--- src/rtl/cpu_pkg.sv ---
// Shared CPU definitions used by the fetch and decode stages.
package cpu_pkg;

   localparam int XLEN = 32;

   localparam logic [31:0] EBREAK_INSTR = 32'h0010_0073;
   localparam logic [31:0] NOP_INSTR_C  = 32'h0000_0013;

   typedef enum logic {
      FETCH_RUN    = 1'b0,
      FETCH_HALTED = 1'b1
   } fetch_state_t;

   typedef struct packed {
      logic        valid;
      logic [31:0] pc;
      logic [31:0] instr;
   } ifid_t;

   // Clear the two byte-offset bits so the result is a word address.
   function automatic logic [31:0] word_align(input logic [31:0] addr);
      return {addr[31:2], 2'b00};
   endfunction

endpackage

--- src/rtl/fetch_pc_reg.sv ---
// Program counter register with its next-PC selection:
// reset value, redirect load, hold, or sequential +4 (wrapping).
module fetch_pc_reg
   import cpu_pkg::*;
#(
   parameter logic [XLEN-1:0] RESET_PC = '0
) (
   input  logic            clk,
   input  logic            rst,
   input  logic            load,
   input  logic [XLEN-1:0] load_pc,
   input  logic            hold,
   output logic [XLEN-1:0] pc
);

   // Reset wins, then a redirect load, then hold, otherwise step one word.
   always_ff @(posedge clk) begin
      if (rst) begin
         pc <= RESET_PC;
      end else if (load) begin
         pc <= load_pc;
      end else if (hold) begin
         pc <= pc;
      end else begin
         pc <= pc + 32'd4;
      end
   end

endmodule

--- src/rtl/instruction_fetch.sv ---
// Instruction fetch stage: owns the PC, addresses the combinational
// instruction ROM and captures its word into the IF/ID register.
// Halts on EBREAK until a redirect or reset.
// Optional build macro FETCH_MISALIGN_TRAP_EN: a redirect to a target that
// is not word aligned is refused and halts fetch with o_misaligned set.
module instruction_fetch
   import cpu_pkg::*;
#(
   parameter logic [31:0] RESET_PC   = 32'h0000_0000,
   parameter int          IMEM_WORDS = 32,
   parameter logic [31:0] NOP_INSTR  = NOP_INSTR_C
) (
   input  logic        i_clk,
   input  logic        i_rst,
   input  logic        i_stall,
   input  logic        i_redirect_valid,
   input  logic [31:0] i_redirect_pc,
   output logic [31:0] o_imem_addr,
   input  logic [31:0] i_imem_instr,
   output logic        o_ifid_valid,
   output logic [31:0] o_ifid_pc,
   output logic [31:0] o_ifid_instr,
`ifdef FETCH_MISALIGN_TRAP_EN
   output logic        o_misaligned,
`endif
   output logic        o_halted,
   output logic        o_fault
);

   localparam logic ST_RUN    = FETCH_RUN;
   localparam logic ST_HALTED = FETCH_HALTED;

   localparam logic [29:0] IMEM_LIMIT = 30'(IMEM_WORDS);

   logic        state;
   logic [31:0] pc_q;
   ifid_t       ifid_q;
   logic        fault_q;
   logic        in_range;
   logic        misalign_redirect;
   logic        pc_load;
   logic        pc_hold;

`ifdef FETCH_MISALIGN_TRAP_EN
   logic        misaligned_q;
   assign misalign_redirect = i_redirect_valid & (i_redirect_pc[1:0] != 2'b00);
`else
   logic        unused_redirect_lsbs;
   assign unused_redirect_lsbs = ^i_redirect_pc[1:0];
   assign misalign_redirect    = 1'b0;
`endif

   assign in_range = (pc_q[31:2] < IMEM_LIMIT);
   assign pc_load  = i_redirect_valid & ~misalign_redirect;
   assign pc_hold  = i_stall | (state == ST_HALTED) | ~in_range | misalign_redirect;

   fetch_pc_reg #(
      .RESET_PC (RESET_PC)
   ) u_pc (
      .clk     (i_clk),
      .rst     (i_rst),
      .load    (pc_load),
      .load_pc (word_align(i_redirect_pc)),
      .hold    (pc_hold),
      .pc      (pc_q)
   );

   // IF/ID capture, run/halt state and sticky fault flags; priority is
   // reset, redirect, stall, then the per-state normal behaviour.
   always_ff @(posedge i_clk) begin
      if (i_rst) begin
         ifid_q.valid <= 1'b0;
         ifid_q.pc    <= 32'h0;
         ifid_q.instr <= NOP_INSTR;
         state        <= ST_RUN;
         fault_q      <= 1'b0;
`ifdef FETCH_MISALIGN_TRAP_EN
         misaligned_q <= 1'b0;
`endif
      end else if (i_redirect_valid) begin
         ifid_q.valid <= 1'b0;
         ifid_q.instr <= NOP_INSTR;
`ifdef FETCH_MISALIGN_TRAP_EN
         if (misalign_redirect) begin
            misaligned_q <= 1'b1;
            state        <= ST_HALTED;
         end else begin
            state        <= ST_RUN;
         end
`else
         state        <= ST_RUN;
`endif
      end else if (!i_stall) begin
         case (state)
            ST_RUN: begin
               if (in_range) begin
                  ifid_q.valid <= 1'b1;
                  ifid_q.pc    <= pc_q;
                  ifid_q.instr <= i_imem_instr;
                  if (i_imem_instr == EBREAK_INSTR) begin
                     state <= ST_HALTED;
                  end
               end else begin
                  ifid_q.valid <= 1'b0;
                  ifid_q.pc    <= pc_q;
                  ifid_q.instr <= NOP_INSTR;
                  fault_q      <= 1'b1;
               end
            end
            ST_HALTED: begin
               ifid_q.valid <= 1'b0;
               ifid_q.instr <= NOP_INSTR;
            end
            default: begin
               state <= ST_RUN;
            end
         endcase
      end
   end

   assign o_imem_addr  = pc_q;
   assign o_ifid_valid = ifid_q.valid;
   assign o_ifid_pc    = ifid_q.pc;
   assign o_ifid_instr = ifid_q.instr;
   assign o_halted     = (state == ST_HALTED);
   assign o_fault      = fault_q;
`ifdef FETCH_MISALIGN_TRAP_EN
   assign o_misaligned = misaligned_q;
`endif

endmodule
--- config.mk ---
export PLATFORM = sky130hd
export DESIGN_NAME = instruction_fetch
export DESIGN_NICKNAME = d
export VERILOG_FILES = /design/src/rtl/cpu_pkg.sv /design/src/rtl/fetch_pc_reg.sv /design/src/rtl/instruction_fetch.sv
export SDC_FILE = /design/constraint.sdc
export NUM_CORES = 1
export LEC_CHECK = 0
export ABC_AREA = 1
export ABC_CLOCK_PERIOD_IN_PS = 1200
export CAP_MARGIN = 20
export CELL_PAD_IN_SITES_DETAIL_PLACEMENT = 1
export CELL_PAD_IN_SITES_GLOBAL_PLACEMENT = 2
export CORE_UTILIZATION = 20
export DETAILED_ROUTE_END_ITERATION = 10
export PLACE_DENSITY_LB_ADDON = 0.1
export SYNTH_ARGS = -nofsm -noshare
export SYNTH_HDL_FRONTEND = slang
export SYNTH_SLANG_ARGS = --single-unit
--- constraint.sdc ---
create_clock -name i_clk -period 1.2 [get_ports i_clk]
set_input_delay 0.24 -clock i_clk [delete_from_list [all_inputs] [get_ports i_clk]]
set_output_delay 0.24 -clock i_clk [all_outputs]
set_load 0.01 [all_outputs]
==> results of run 1 <==
worst max-delay path, delay by kind of cell, from the launching register on:
family	cells	cell delay (ns)
compound gates	1	0.14
buf+inv	1	0.18
flops	1	0.34
simple gates	6	0.69
cell type report:
cell class | count | area share
clock inverters | 7 | 0.0206
well taps | 234 | 0.0420
flip-flops and latches | 95 | 0.282
inverters | 19 | 0.0106
repair buffers | 248 | 0.327
clock buffers | 9 | 0.0323
multi-input cells | 352 | 0.286
routing by layer:
| layer | vias up | global-route usage | part of all wire |
|---|---|---|---|
| li1 | 2089 | - | - |
| met1 | 2026 | 0.211 | 0.47 |
| met2 | 98 | 0.271 | 0.47 |
| met3 | 9 | 0.0383 | 0.044 |
| met4 | 0 | 0.0451 | 0.0098 |
| met5 | - | 0 | 0 |
what timing repair did:
item / CTS / global route
gates cloned: 2 / 0
setup buffers: 5 / 5
pin swaps: 10 / 15
gates resized for setup: 349 / 131
setup endpoints to repair: 183 / 155
registers in the layout (all words and copies together) (netlist names):
register,cells
o_halted,1
u_pc.pc,30
o_ifid_pc,30
o_fault,1
o_ifid_instr,32
o_ifid_valid,1
per-stage QoR:
step	TNS, ns	worst slack (ns)	power (mW)
floorplan	-1.04	-0.0561	3.91
global placement	-35.46	-0.437	4.74
detailed placement	-39.17	-0.514	4.76
CTS	-11.85	-0.266	8.41
global route	-15.04	-0.324	8.78
finish	-8.99	-0.216	8.35
logic make-up (layout without fill, tap and decap cells):
logic type               count (synthesis)  after routing  share of synthesized area
buffers and inverters                   57            283                     0.0749
AND/OR/NAND/NOR                        231            231                      0.265
AO/OA/AOI/OAI                          113            113                      0.149
adder cells (fa/ha/maj)                  1              1                    0.00328
XOR/XNOR                                 3              3                    0.00690
flip-flops                              95             95                      0.499
other                                    1              4                   0.000985
report_power, final:
group	leakage (nW)	total (mW)	switching [mW]	internal [mW]
registers	0.792	3.38	0.0860	3.29
logic	1.81	1.41	0.681	0.726
clock network	0.172	3.57	1.32	2.26
total	2.78	8.35	2.08	6.27
cells in the mapped netlist, drive strengths merged:
library cell and number:
a21oi 69, buf 21, clkbuf 17, conb 1, dfxtp 95, ha 1
inv 19, nand2 81, nand3 59, nand3b 1, nand4 3, nor2 85
nor3 2, o21ai 41, o22ai 3, xnor2 1, xor2 2
how the worst min path moves through the flow:
stage                                             start                            end  slack (ns)  depth (start not counted)
after floorplan                         i_imem_instr[0]   o_ifid_instr[0]$_SDFFE_PP1N_        0.37                          2
after global placement    o_ifid_instr[29]$_SDFFE_PP0N_  o_ifid_instr[29]$_SDFFE_PP0N_        0.45                          2
after detailed placement  o_ifid_instr[29]$_SDFFE_PP0N_  o_ifid_instr[29]$_SDFFE_PP0N_        0.45                          2
after CTS                             i_redirect_pc[12]       u_pc.pc[12]$_SDFFE_PP0P_        0.43                          3
after global routing                  i_redirect_pc[12]       u_pc.pc[12]$_SDFFE_PP0P_        0.46                          3
final                                 i_redirect_pc[12]       u_pc.pc[12]$_SDFFE_PP0P_        0.45                          3
==> out/results.ini, run 1 <==
[run_status]
outcome=finished, violations left
failed_checks=setup timing

[yosys]
ys_warn_count=0
synth.top_cell.area_share=0.499
ys_seq_area_frac=0.499
synth_area_leader_cell=dfxtp_1
synth_cell_types=26
synth_area_um2=3810
synth_cells=501
ys_ff_latch=95
yosys-top-cells-area=dfxtp_1 (50%), a21oi_1 (9.1%), nor2_1 (8.0%)
syn_avg_cell_area_um2=7.60

[global_route]
first_global_vias=4499
grt_use_total=0.164
grt.overflow.total=0
grt_pass1_wl_um=24800
grt_max_degree=25
antenna_found_initial=0

[route]
drt_iter0_drc=191
viasPerCell=4.38
wl_um=15600
final_antenna_net_count=0
drc=0
vias=4222
wl_per_cell_um=16.2
first_pass_iters=4

[clock_network]
htree_levels=3
clock_latency_ns=0.35
clock-root-buffer=clkbuf_16
clockBufferDepth=2
clock_sinks=95
cts_made_buffers=9
path_clk_slew_ns=0.07
cts_tree=yes
ctsHoldBuffers=0

[worst_hold_path]
hp-class=in -> reg

[critical_path]
path_cells=nor2_2 > nand3_1 > nor2_2 > nand2_2 > nor2_4 > buf_12 > nand3_1 > a21oi_2
worst-setup-path-type=reg -> reg
end_kind=register
critPathSlowestCell=dfxtp_2
r2r_start=u_pc.pc[8]$_SDFFE_PP0P_
r2r_end=o_ifid_instr[3]$_SDFFE_PP0N_
reg2reg_depth=8
cp.required_ns=1.48
r2r_slack_ns=-0.22
critPathLaunchType=register
crit_path_end=o_ifid_instr[3]$_SDFFE_PP0N_
worstPathArrival_ns=1.70
crit_fanout=16
crit_path_max_incr_delay_ns=0.34
crit_start=u_pc.pc[8]$_SDFFE_PP0P_

[power_and_ir_drop]
p_leak_nw=2.78
peakVddDrop_mv=0.647
power.density_nw_per_um2=1200

[timing]
rsz0062_at_grt=true
finalHoldViolCount=0
setup-violations-final=58
fin_crit_sh=1.18
finalWorstSetupSlack_ns=-0.216
hold_ws_ns=0.452
final.setup_skew_ns=0.00892
fmax_mhz=706
period_minus_slack_ns=1.42
drv_slew=0

[cells_and_area]
final_util=0.373
nFillCells=2182
final_cell_mix=nand2_1 (70), nor2_1 (70), clkdlybuf4s50_1 (64)
finalInstanceArea_um2=6970
n_antenna_cell=0
fin_nets=794
drive_gt1_frac=0.451
multiInputGateArea_um2=1990
regArea_um2=1960
final_cells=964
area_growth_pct=83.0

[place]
place.gp.congestion=0.719
portBuffers=160
hpwl_um=11300
dp.cells=942
place_area_um2=6260

[floorplanning]
ioPinCount=167
die_x_um=140
core_area_um2=18700
dieArea_um2=19600
row_count=50
die_h_um=140
start_util=0.204

[flow_run]
cap_violations=0

No activity file was read; power rests on OpenSTA's default activity.
==> run 2: changes to the inputs <==
--- a/config.mk
+++ b/config.mk
@@ -12,6 +12,7 @@
 export CELL_PAD_IN_SITES_GLOBAL_PLACEMENT = 2
 export CORE_UTILIZATION = 20
 export DETAILED_ROUTE_END_ITERATION = 10
+export GPL_ROUTABILITY_DRIVEN = 0
 export PLACE_DENSITY_LB_ADDON = 0.1
 export SYNTH_ARGS = -nofsm -noshare
 export SYNTH_HDL_FRONTEND = slang
==> results of run 2 <==
No change in the layout: final DEF, timing and power equal those of run 1.
